File: src/rtl/mux_cfg_shadow_chain.sv
// Config-chain segment: serial shift register committed atomically into a mem/mem_inv shadow (optional contention check: MUX_CFG_ONEHOT_CHECK_EN).
// ccff_tail = sr[MEM_SIZE-1]; mem updates 1 cycle after an accepted commit; rejected commits pulse frame_err and change nothing.
module mux_cfg_shadow_chain #(
    parameter int                  MEM_SIZE      = 8,
    parameter logic [MEM_SIZE-1:0] MEM_RESET_VAL = '0
) (
    input  logic                prog_clk,
    input  logic                pReset,
    input  logic                ccff_head,
    input  logic                shift_en,
    input  logic                commit,
    output logic                ccff_tail,
    output logic [0:MEM_SIZE-1] mem,
    output logic [0:MEM_SIZE-1] mem_inv,
    output logic                cfg_valid,
    output logic                frame_err,
    output logic                onehot_err
);

    localparam int                  CW      = $clog2(MEM_SIZE + 1);
    localparam logic [CW-1:0]       CNT_MAX = CW'(MEM_SIZE);
    localparam logic [CW-1:0]       CNT_ONE = CW'(1);
    localparam logic [MEM_SIZE-1:0] SR_ONE  = MEM_SIZE'(1);
`ifdef MUX_CFG_ONEHOT_CHECK_EN
    localparam bit ONEHOT_EN = (MEM_SIZE > 1);
`else
    localparam bit ONEHOT_EN = 1'b0;
`endif

    typedef enum logic [1:0] {
        ST_IDLE  = 2'd0,
        ST_SHIFT = 2'd1,
        ST_READY = 2'd2
    } state_t;

    state_t              r_state;
    logic [MEM_SIZE-1:0] r_sr;
    logic [MEM_SIZE-1:0] r_mem;
    logic [MEM_SIZE-1:0] r_mem_inv;
    logic [CW-1:0]       r_cnt;
    logic                r_cfg_valid;
    logic                r_frame_err;
    logic                r_onehot_err;

    logic [MEM_SIZE-1:0] w_sr_shift;
    logic [CW-1:0]       w_cnt_inc;
    logic                w_contention;
    logic                w_commit_ok;

    always_comb begin
        w_sr_shift    = r_sr << 1;
        w_sr_shift[0] = ccff_head;
    end

    assign w_cnt_inc = (r_cnt == CNT_MAX) ? r_cnt : r_cnt + CNT_ONE;

    // More than one set bit means several TGATEs would drive the shared output net.
    generate
        if (ONEHOT_EN) begin : g_onehot
            assign w_contention = |(r_sr & (r_sr - SR_ONE));
        end else begin : g_no_onehot
            assign w_contention = 1'b0;
        end
    endgenerate

    assign w_commit_ok = commit && !shift_en && (r_state == ST_READY) && !w_contention;

    always_ff @(posedge prog_clk) begin
        if (pReset) begin
            r_state      <= ST_IDLE;
            r_sr         <= '0;
            r_cnt        <= '0;
            r_mem        <= MEM_RESET_VAL;
            r_mem_inv    <= ~MEM_RESET_VAL;
            r_cfg_valid  <= 1'b0;
            r_frame_err  <= 1'b0;
            r_onehot_err <= 1'b0;
        end else begin
            r_frame_err  <= commit && !w_commit_ok;
            r_onehot_err <= commit && !shift_en && (r_state == ST_READY) && w_contention;
            if (shift_en) begin
                r_sr    <= w_sr_shift;
                r_cnt   <= w_cnt_inc;
                r_state <= (w_cnt_inc == CNT_MAX) ? ST_READY : ST_SHIFT;
            end else if (w_commit_ok) begin
                // sr is kept so the frame can still be read out downstream
                r_mem       <= r_sr;
                r_mem_inv   <= ~r_sr;
                r_cfg_valid <= 1'b1;
                r_cnt       <= '0;
                r_state     <= ST_IDLE;
            end
        end
    end

    assign ccff_tail  = r_sr[MEM_SIZE-1];
    assign mem        = r_mem;
    assign mem_inv    = r_mem_inv;
    assign cfg_valid  = r_cfg_valid;
    assign frame_err  = r_frame_err;
    assign onehot_err = ONEHOT_EN ? r_onehot_err : 1'b0;

endmodule
File: config.mk
export PLATFORM = sky130hd
export DESIGN_NAME = mux_cfg_shadow_chain
export DESIGN_NICKNAME = d
export VERILOG_FILES = /design/src/rtl/mux_cfg_shadow_chain.sv
export SDC_FILE = /design/constraint.sdc
export NUM_CORES = 1
export LEC_CHECK = 0
export BUFFER_PORTS_ARGS = -buffer_cell sky130_fd_sc_hd__buf_2
export CAP_MARGIN = 10
export CORE_MARGIN = 3
export CORE_UTILIZATION = 52
export DETAILED_ROUTE_END_ITERATION = 10
export PLACE_DENSITY = 0.86
export SLEW_MARGIN = 25
export SYNTH_ARGS = -nofsm -noshare
export SYNTH_HDL_FRONTEND = slang
export SYNTH_SLANG_ARGS = --single-unit
File: constraint.sdc
create_clock -name prog_clk -period 1.63 [get_ports prog_clk]
set_input_delay 0 -clock prog_clk [delete_from_list [all_inputs] [get_ports prog_clk]]
set_output_delay 0 -clock prog_clk [all_outputs]
set_load 0.05 [all_outputs]
Word-level counts from Yosys, hierarchy flattened --
Index checks and enable logic that the tools add are counted.
Word-level totals: flip-flop bits (word level) 32, input bits 5, output and inout port bits 20, word-level logic and storage cells 26
Cells by class: $add $sub $neg 1, equality and inequality tests 3, mux-type cells 6, bitwise operators 2, reduce and logical (&&, ||, !) cells 7
Operator list (count):
- $mux 4 | 3
- $eq 4x4->1 const B | 2
- $not 8->8 | 1
- $mux 2 | 3
- $add 4x1->4 const B | 1
- $logic_and 1x1->1 | 3
- $eq 2x2->1 const B | 1
- $logic_not 1->1 | 2
- $reduce_and 2->1 | 1
- $reduce_bool 2->1 | 1
- $not 1->1 | 1

Depth between registers and ports, before layout --
Gate-level depths: netlist of the first run.
depth after elaboration 5, mapped depth 6, depth with buffers taken out 6

Least setup slack after synthesis of the first run --
OpenSTA, ideal clock, no wires.
path kind register -> register, from register r_cnt[0], to register r_state[1], setup time 0.058 ns, arrival 1.330 ns, required time 1.572 ns, path slack 0.242 ns, stages on the path, launching flop included 7, buffers on the path 0, clock period less this slack 1.388 ns, path through dfxtp_1 > inv_1 > ha_1 > nand2_2 > or3_4 > a311oi_2 > o21ba_1
On the way: cells in the longest elaborated chain, start to end 5, elaborated cells on any way between the ends 6, those cells by class add/sub (1); eq/ne (2); mux (3)
Ends and longest elaborated chain:
- start: declaration | line 40 | logic [CW-1:0] r_cnt;
- start signal: assignment | line 83 | r_cnt <= w_cnt_inc;
- $add 4x1->4 or $eq 4x4->1 (tied branches) | line 55 | assign w_cnt_inc = (r_cnt == CNT_MAX) ? r_cnt : r_cnt + CNT_ONE;
- $mux 4 * | line 55
- $eq 4x4->1 * | line 84 | r_state <= (w_cnt_inc == CNT_MAX) ? ST_READY : ST_SHIFT;
- $mux 2 * | line 84
- $mux 2 * | line 81 | if (shift_en) begin
- end signal: assignment | line 84
- end: declaration | line 36 | state_t r_state;
Every way passes the cells marked *; elsewhere a longest branch is shown, timed or not. A chain may end at the register's enable or synchronous reset.

Worst setup path after layout of the first run --
Same ends and word-level chain as after synthesis.

==> results of run 1 <==
-- state kept, by name (all words and copies together) (netlist names) --
signal / count
r_state: 2
r_cnt: 4
r_sr: 8
frame_err: 1
mem_inv: 8
mem: 8
cfg_valid: 1
-- per-stage QoR --
stage / power [mW] / cells / worst slack (ns) / area [µm²]
after floorplan: 0.878 / 136 / 0.242 / 1260
after global placement: 0.886 / 180 / 0.204 / 1370
after detailed placement: 0.893 / 180 / 0.0653 / 1370
after CTS: 1.35 / 190 / 0.0474 / 1450
after global routing: 1.41 / 190 / 0.00477 / 1450
final: 1.34 / 190 / 0.130 / 1450
-- per-layer routing --
metal | global-route usage | vias to the layer above
li1 | - | 504
met3 | 0.0701 | 4
met1 | 0.174 | 453
met2 | 0.306 | 16
met4 | 0.0590 | 0
met5 | 0 | -
-- kinds of logic after synthesis --
logic type      count (synthesis)  share of synthesized area
simple gates                   58                      0.238
other cells                     1                    0.00296
flops                          32                      0.506
mux                             8                     0.0633
xor+xnor                        1                    0.00693
fa+ha+maj                       2                     0.0198
buf+inv                        11                     0.0554
compound gates                 23                      0.107
-- timing repair --
item	4_1_cts	5_1_grt
endpoints found under the setup margin	0	2
resized for setup	0	1
endpoints found under the hold margin	2	0
setup buffers	0	0
hold buffers	2	0
-- report_power, final --
part | switching [mW] | leakage (nW) | internal [mW]
clock | 0.244 | 0.0326 | 0.213
combinational | 0.0461 | 0.302 | 0.0301
sequential | 0.0113 | 0.260 | 0.792
-- how the worst min path moves through the flow --
stage / endpoint / slack (ns) / startpoint
2_1_floorplan: mem_inv[6] / 0.10 / pReset
3_3_place_gp: r_sr[0] / 0.24 / ccff_head
3_5_place_dp: r_sr[0] / 0.28 / ccff_head
4_1_cts: frame_err / 0.08 / shift_en
5_1_grt: frame_err / 0.11 / shift_en
6_report: frame_err / 0.08 / shift_en
-- final cells by class --
type,instances,share of cell area
Sequential cell,32,0.443
Clock buffer,8,0.0406
Multi-Input combinational cell,93,0.383
Tap cell,28,0.0242
Inverter,2,0.00519
Timing Repair Buffer,27,0.104
-- worst min-delay path: stages --
cell and delay [ns]:
buf_2 0.12, nor3b_1 0.07, nor3b_1 0.16
-- cell usage after synthesis (2+ instances only) --
master and n:
a21oi_1 11, buf_2 2, buf_6 3, clkbuf_1 3, dfxtp_1 32, ha_1 2, inv_1 2, mux2i_1 8
nand2_1 19, nand2b_1 8, nand3_1 5, nor2_1 14, nor3b_1 4, o21ai_0 8, or3_1 2
==> results.sh, run 1 <==
export IMPL_p_per_area_nw_per_um2=923
export IMPL_synth_area_leaders="dfxtp_1, mux2i_1, nand2_1"
export IMPL_synth_cells=136
export IMPL_gp_congestion=0.851
export IMPL_synth_top_cell_area_share=0.506
export IMPL_nets=168
export IMPL_cap_violations=0
export IMPL_cp_slowest_cell="dfxtp_2"
export IMPL_finalCriticalPeriod_ns=1.50
export IMPL_crit_type="flip-flop to flip-flop"
export IMPL_tns_ns=0
export IMPL_fin_crit_sh=0.920
export IMPL_synth_edf_count=0
export IMPL_first_pass_iters=4
export IMPL_grt_pass1_vias=974
export IMPL_slew_violations=0
export IMPL_r2r_slack_ns=0.13
export IMPL_cts_sinks=32
export IMPL_synth_ff_type="dfxtp_1"
export IMPL_port_buffers=23
export IMPL_h_tree_depth=2
export IMPL_cp_num_cells=6
export IMPL_ant_nets=0
export IMPL_die_y_um=55.3
export IMPL_overflow=0
export IMPL_num_fill_cells=206
export IMPL_clk_latency_ns=0.32
export IMPL_leakage_nw=0.594
export IMPL_route_met2_wl_mm=1.27
export IMPL_irDropWorstVdd_v=0.000843
export IMPL_cts_tree="built"
export IMPL_rows=17
export IMPL_grt_max_degree=33
export IMPL_drive_gt1_frac=0.228
export IMPL_hp_class="input pin to flip-flop"
export IMPL_area_growth_pct=14.4
export IMPL_final_common_cell="dfxtp_1"
export IMPL_grt_setup_unrepaired="no"
export IMPL_seqCellArea_um2=642
export IMPL_startpoint="r_cnt[0]"
export IMPL_path_cells="inv_1 -> ha_1 -> nand2_2 -> or3_4 -> a311oi_2 -> o21ba_1"
export IMPL_synth_seq_cells=32
export IMPL_end_kind="flip-flop"
export IMPL_met1_length_um=980
export IMPL_drc_errors=0
export IMPL_final_util=0.642
export IMPL_synthArstFlopShare=0
export IMPL_setup_viol=0
export IMPL_cp_required_ns=1.90
export IMPL_worstRegToRegCells=6
export IMPL_critPathArrivalTime_ns=1.77
export IMPL_synth_cell_area_um2=1260
export IMPL_antenna_found_initial=0
export IMPL_path_delay_family="simple AND/OR/NAND/NOR gates"
export IMPL_grt_pass1_wl_mm=4.14
export IMPL_initial_utilization=0.561
export IMPL_cts_buffer_depth=2
export IMPL_synthesis_nets=143
export IMPL_diodes=0
export IMPL_via_count=977
export IMPL_yosysWarnings=0
export IMPL_multiInputGateArea_um2=554
export IMPL_status="finished, final reports clean"
export IMPL_clkTransAtPathRegs_ns=0.09
export IMPL_drt_vias_per_instance=5.14
export IMPL_cts_root_buf="clkbuf_4"
export IMPL_rr_startpoint="r_cnt[0]"
export IMPL_top_layer_used="met4"
export IMPL_final_cell_mix="dfxtp_1, buf_2, nand2_1, nor2_1, a21oi_1"
export IMPL_dieWidth_um=55.3
export IMPL_boundaryPins=25
export IMPL_dpl_hpwl_mm=1.65
export IMPL_drt_wl_total_mm=2.37
export IMPL_path_buf_inv=1
export IMPL_fin_worst_skew_ns=0.00746
export IMPL_drt_iter0_markers=10
export IMPL_cts_buffers=5
export IMPL_rr_endpoint="r_state[1]"
export IMPL_ys_seq_area_frac=0.506
export IMPL_track_usage=0.169
export IMPL_start_kind="flip-flop"
export IMPL_max_freq_mhz=667
export IMPL_cp_max_fo=8
export IMPL_holdPathStages=3
export IMPL_routedWlPerCell_um=12.5
export IMPL_synth_area_leader_cell="dfxtp_1"
export IMPL_met3_length_um=89
export IMPL_report_final_hold_viol_count=0
export IMPL_holdWs_ns=0.0824
export IMPL_max_stage_delay_ns=0.37
export IMPL_synth_cell_types=28
export IMPL_dieArea_um2=3060
export IMPL_syn_avg_cell_area_um2=9.30
export IMPL_crit_path_end="r_state[1]"
export IMPL_core_area_um2=2250
Note: power is estimated with default switching activity, not from simulation.
==> run 2, diff against run 1 <==
--- a/config.mk
+++ b/config.mk
@@ -11,6 +11,7 @@
 export CORE_UTILIZATION = 52
 export DETAILED_ROUTE_END_ITERATION = 10
 export PLACE_DENSITY = 0.86
+export REMOVE_ABC_BUFFERS = 1
 export SLEW_MARGIN = 25
 export SYNTH_ARGS = -nofsm -noshare
 export SYNTH_HDL_FRONTEND = slang
==> run 2 against run 1 <==
  * Die area unchanged
  * Clock skew decreased by 0.0020 ns
  * Power increased by 10%
  * Critical path type unchanged
  * Critical endpoint is now r_state[0]
==> results.sh, run 2 (synthesis results as in run 1) <==
export IMPL_hp_class="input pin to flip-flop"
export IMPL_h_tree_depth=2
export IMPL_boundaryPins=25
export IMPL_irDropWorstVdd_v=0.000939
export IMPL_report_final_hold_viol_count=0
export IMPL_r2r_slack_ns=0.13
export IMPL_grt_pass1_vias=987
export IMPL_cts_buffer_depth=2
export IMPL_track_usage=0.170
export IMPL_cp_required_ns=1.83
export IMPL_final_cell_mix="dfxtp_1, buf_2, nand2_1, nor2_1, a21oi_1"
export IMPL_area_growth_pct=16.1
export IMPL_path_cells="inv_1 -> ha_1 -> nand2_2 -> or3_4 -> a311oi_2 -> nor3_1"
export IMPL_worstRegToRegCells=6
export IMPL_dieArea_um2=3060
export IMPL_clkTransAtPathRegs_ns=0.10
export IMPL_slew_violations=0
export IMPL_power_mw=1.47
export IMPL_routedWlPerCell_um=12.5
export IMPL_p_per_area_nw_per_um2=1000
export IMPL_core_area_um2=2250
export IMPL_drt_iter0_markers=15
export IMPL_via_count=994
export IMPL_start_kind="flip-flop"
export IMPL_port_buffers=23
export IMPL_dpl_hpwl_mm=1.68
export IMPL_end_kind="flip-flop"
export IMPL_max_freq_mhz=668
export IMPL_cp_slowest_cell="dfxtp_2"
export IMPL_dieWidth_um=55.3
export IMPL_die_y_um=55.3
export IMPL_setup_viol=0
export IMPL_cap_violations=0
export IMPL_diodes=0
export IMPL_cts_buffers=5
export IMPL_final_common_cell="dfxtp_1"
export IMPL_ant_nets=0
export IMPL_cts_setup_buffers=0
export IMPL_grt_setup_unrepaired="no"
export IMPL_rr_endpoint="r_state[0]"
export IMPL_drive_gt1_frac=0.241
export IMPL_drt_wl_total_mm=2.38
export IMPL_grt_pass1_wl_mm=4.16
export IMPL_cp_max_fo=8
export IMPL_fin_crit_sh=0.918
export IMPL_cts_tree="built"
export IMPL_cts_sinks=32
export IMPL_first_pass_iters=4
export IMPL_nets=168
export IMPL_cts_root_buf="clkbuf_4"
export IMPL_gp_congestion=0.770
export IMPL_leakage_nw=0.603
export IMPL_fin_worst_skew_ns=0.00547
export IMPL_antenna_found_initial=0
export IMPL_finalCriticalPeriod_ns=1.50
export IMPL_clk_latency_ns=0.33
export IMPL_max_stage_delay_ns=0.37
export IMPL_rr_startpoint="r_cnt[0]"
export IMPL_min_from="shift_en"
export IMPL_critPathArrivalTime_ns=1.70
export IMPL_crit_type="flip-flop to flip-flop"
export IMPL_worst_slew_pin_slew_ns=0.501
export IMPL_drc_errors=0
export IMPL_status="finished, final reports clean"
export IMPL_holdPathStages=3
export IMPL_initial_utilization=0.561
export IMPL_holdPathEnd="frame_err"
export IMPL_overflow=0
export IMPL_rows=17
export IMPL_tns_ns=0
export IMPL_grt_max_degree=33
export IMPL_drt_vias_per_instance=5.23
export IMPL_slew_headroom=0.666
run 2: cell types whose count changed in the layout (fill, tap and decap cells not counted):
cell        delta
clkinvlp_4     +1
clkbuf_8       -1
bufinv_16      +1
clkinv_2       +1
clkbuf_1       -2
run 2: layout make-up:
type                    instances  area [µm²]
fillers                       206         786
flip-flops and latches         32         642
multi-input cells              93         554
repair buffers                 27         150
clock inverters                 3        42.5
clock buffers                   5        37.5
well taps                      28        35.0
inverters                       2        7.51
run 2: per-layer routing:
layer	global-route usage	vias to the layer above	share of wire
li1	-	501	-
met1	0.178	468	0.43
met2	0.296	21	0.50
met3	0.0701	4	0.058
met4	0.0764	0	0.015
met5	0	-	0
run 2: stage by stage:
step	std cells	hold WS, ns	setup WS [ns]	area (µm²)	utilization
floorplan	127	0.0691	0.242	1200	-
global placement	180	0.243	0.211	1370	0.607
detailed placement	180	0.286	0.118	1370	0.607
CTS	190	0.0496	0.0977	1470	0.651
global route	190	0.0902	0.00712	1470	0.651
finish	190	0.0593	0.133	1470	0.651
run 2: report_power, final:
group	leakage (nW)	switching (mW)	internal, mW	total [mW]
sequential	0.260	0.0108	0.792	0.803
combinational	0.302	0.0457	0.0296	0.0753
clock	0.0412	0.275	0.320	0.595
run 2: repair_timing:
item                                    CTS  global route
hold buffers                              2             0
resized for setup                         0             1
endpoints found under the setup margin    0             2
endpoints found under the hold margin     2             0
run 2: critical path, delay by kind of cell (launching register included):
family | cells | cell delay (ns)
compound gates | 1 | 0.24
simple gates | 3 | 0.51
buf+inv | 1 | 0.09
flops | 1 | 0.37
fa+ha+maj | 1 | 0.16
run 2: how the worst max path moves through the flow:
stage               startpoint         end  slack, ns  cells after the start
finish                r_cnt[0]  r_state[0]       0.13                      6
global route          r_cnt[0]  r_state[0]      0.007                      6
CTS                   r_cnt[0]  r_state[1]        0.1                      6
detailed placement    r_cnt[0]  r_state[0]       0.12                      6
global placement      r_cnt[0]  r_state[0]       0.21                      6
floorplan             r_cnt[0]  r_state[1]       0.24                      6
==> run 3, diff against run 2 <==
--- a/config.mk
+++ b/config.mk
@@ -5,12 +5,13 @@
 export SDC_FILE = /design/constraint.sdc
 export NUM_CORES = 1
 export LEC_CHECK = 0
+export ABC_AREA = 1
 export BUFFER_PORTS_ARGS = -buffer_cell sky130_fd_sc_hd__buf_2
 export CAP_MARGIN = 10
 export CORE_MARGIN = 3
-export CORE_UTILIZATION = 52
+export CORE_UTILIZATION = 51
 export DETAILED_ROUTE_END_ITERATION = 10
-export PLACE_DENSITY = 0.86
+export PLACE_DENSITY = 0.85
 export REMOVE_ABC_BUFFERS = 1
 export SLEW_MARGIN = 25
 export SYNTH_ARGS = -nofsm -noshare
==> constraint.sdc (replaced) <==
create_clock -name prog_clk -period 1.63 [get_ports prog_clk]
set_input_delay 0.2445 -clock prog_clk [delete_from_list [all_inputs] [get_ports prog_clk]]
set_output_delay 0.2445 -clock prog_clk [all_outputs]
set_load 0.05 [all_outputs]
==> run 3 against run 2 <==
  * Synthesized cell count up 5.1%
  * Via count is 1.8% higher
  * First-iteration DRC count up 73%
  * Sequential share of layout area grew 3.0 points
  * Final cell count grew 4.2%
  * Combinational power is 29% higher
  * Critical path type unchanged
==> results.sh, run 3 <==
export IMPL_start_kind="flip-flop"
export IMPL_report_final_hold_viol_count=0
export IMPL_status="finished, final reports clean"
export IMPL_grt_pass1_wl_mm=3.72
export IMPL_synthArstFlopShare=0
export IMPL_cts_buffer_depth=2
export IMPL_drc_errors=0
export IMPL_cp_required_ns=1.86
export IMPL_drt_vias_per_instance=5.11
export IMPL_crit_type="flip-flop to flip-flop"
export IMPL_hold_buffers=0
export IMPL_drive_gt1_frac=0.211
export IMPL_dieWidth_um=53.9
export IMPL_synth_seq_cells=32
export IMPL_synth_top_cell_area_share=0.547
export IMPL_clkTransAtPathRegs_ns=0.09
export IMPL_post_cts_resized=0
export IMPL_synth_area_leaders="dfxtp_1, nor2_1, o21ai_0"
export IMPL_synth_cell_types=21
export IMPL_leakage_nw=0.605
export IMPL_syn_avg_cell_area_um2=8.19
export IMPL_core_area_um2=2060
export IMPL_slew_violations=0
export IMPL_gp_congestion=0.732
export IMPL_end_kind="flip-flop"
export IMPL_track_usage=0.184
export IMPL_max_freq_mhz=735
export IMPL_synth_top_cells_by_count="nor2_1, dfxtp_1, nand2_1"
export IMPL_ys_seq_area_frac=0.547
export IMPL_routedWlPerCell_um=11.6
export IMPL_rows=16
export IMPL_holdWs_ns=0.138
export IMPL_irDropWorstVdd_v=0.000631
export IMPL_area_growth_pct=17.2
export IMPL_grt_max_degree=19
export IMPL_antenna_found_initial=0
export IMPL_dieArea_um2=2910
export IMPL_boundaryPins=25
export IMPL_yosysWarnings=0
export IMPL_power_mw=1.40
export IMPL_grt_setup_unrepaired="no"
export IMPL_overflow=0
export IMPL_dpl_hpwl_mm=1.66
export IMPL_synth_edf_count=0
export IMPL_grt_pass1_vias=914
export IMPL_drt_wl_total_mm=2.29
export IMPL_synth_area_leader_cell="dfxtp_1"
export IMPL_cap_violations=0
export IMPL_drt_iter0_markers=26
export IMPL_synth_cell_area_um2=1170
export IMPL_die_y_um=53.9
export IMPL_synth_most_common_cell="nor2_1"
export IMPL_h_tree_depth=2
export IMPL_cts_buffers=5
export IMPL_ant_nets=0
export IMPL_setup_viol=0
export IMPL_synth_ff_type="dfxtp_1"
export IMPL_via_count=1012
export IMPL_cts_root_buf="clkbuf_4"
export IMPL_port_buffers=23
export IMPL_initial_utilization=0.568
export IMPL_fin_crit_sh=0.834
export IMPL_tns_ns=0
export IMPL_cts_sinks=32
export IMPL_cts_tree="built"
export IMPL_final_common_cell="nor2_1"
export IMPL_hp_class="input pin to flip-flop"
export IMPL_critPathArrivalTime_ns=1.59
export IMPL_fin_worst_skew_ns=0.00987
export IMPL_fin_cells=198
export IMPL_nets=178
export IMPL_final_cell_mix="nor2_1, dfxtp_1, buf_2, nand2_1, o21ai_0"
export IMPL_dp_cells=191
export IMPL_num_fill_cells=167
export IMPL_finalCriticalPeriod_ns=1.36
export IMPL_synth_cells=143
export IMPL_diodes=0
export IMPL_cp_max_fo=6
export IMPL_clk_latency_ns=0.33
export IMPL_p_per_area_nw_per_um2=1020
export IMPL_first_pass_iters=4
export IMPL_cts_setup_buffers=0
## run 3: metrics by stage
stage	area, µm²	util	worst slack, ns
2_1_floorplan	1140	-	0.437
3_3_place_gp	1310	0.634	0.313
3_5_place_dp	1310	0.634	0.280
4_1_cts	1370	0.666	0.283
5_1_grt	1370	0.666	0.148
6_report	1370	0.666	0.270
## run 3: layout make-up
type                    count  area, µm²  share of cell area
flip-flops and latches     32        641               0.467
multi-input cells          97        462               0.336
repair buffers             26        138               0.100
clock buffers               7       65.1              0.0474
inverters                   9       33.8              0.0246
well taps                  27       33.8              0.0246
## run 3: cell families after synthesis
logic type,after synthesis,share of synthesized area
flops,32,0.547
fa+ha+maj,2,0.0214
buf+inv,14,0.0587
compound gates,29,0.146
other cells,1,0.00320
simple gates,65,0.223
## run 3: power by group
part / leakage [nW] / switching, mW / total, mW / internal, mW
Clock: 0.0374 / 0.242 / 0.487 / 0.244
Sequential: 0.261 / 0.0159 / 0.817 / 0.801
Combinational: 0.307 / 0.0658 / 0.0970 / 0.0311
## run 3: path summary, 6_finish.rpt
path | to | cells past startpoint | startpoint | slack (ns)
worst max-delay path | r_state[0] | 8 | r_cnt[0] | 0.27
worst max register to register | r_state[0] | 8 | r_cnt[0] | 0.27
worst min-delay path | r_sr[0] | 3 | ccff_head | 0.14
worst min register to register | mem_inv[7] | 1 | mem_inv[7] | 0.46
## run 3: worst max-delay path, stage by stage, from the launching register on
cell,delay [ns]
dfxtp_1,0.44
inv_1,0.08
ha_1,0.31
inv_1,0.07
nand3_1,0.08
nor2_1,0.09
nand2_1,0.08
nand2_1,0.07
nor2_1,0.04
## run 3: layer usage
layer  wire length (µm)  GRT usage
met4                 83      0.123
met5                  0          0
met2               1060      0.274
met1                960      0.212
met3                187     0.0803
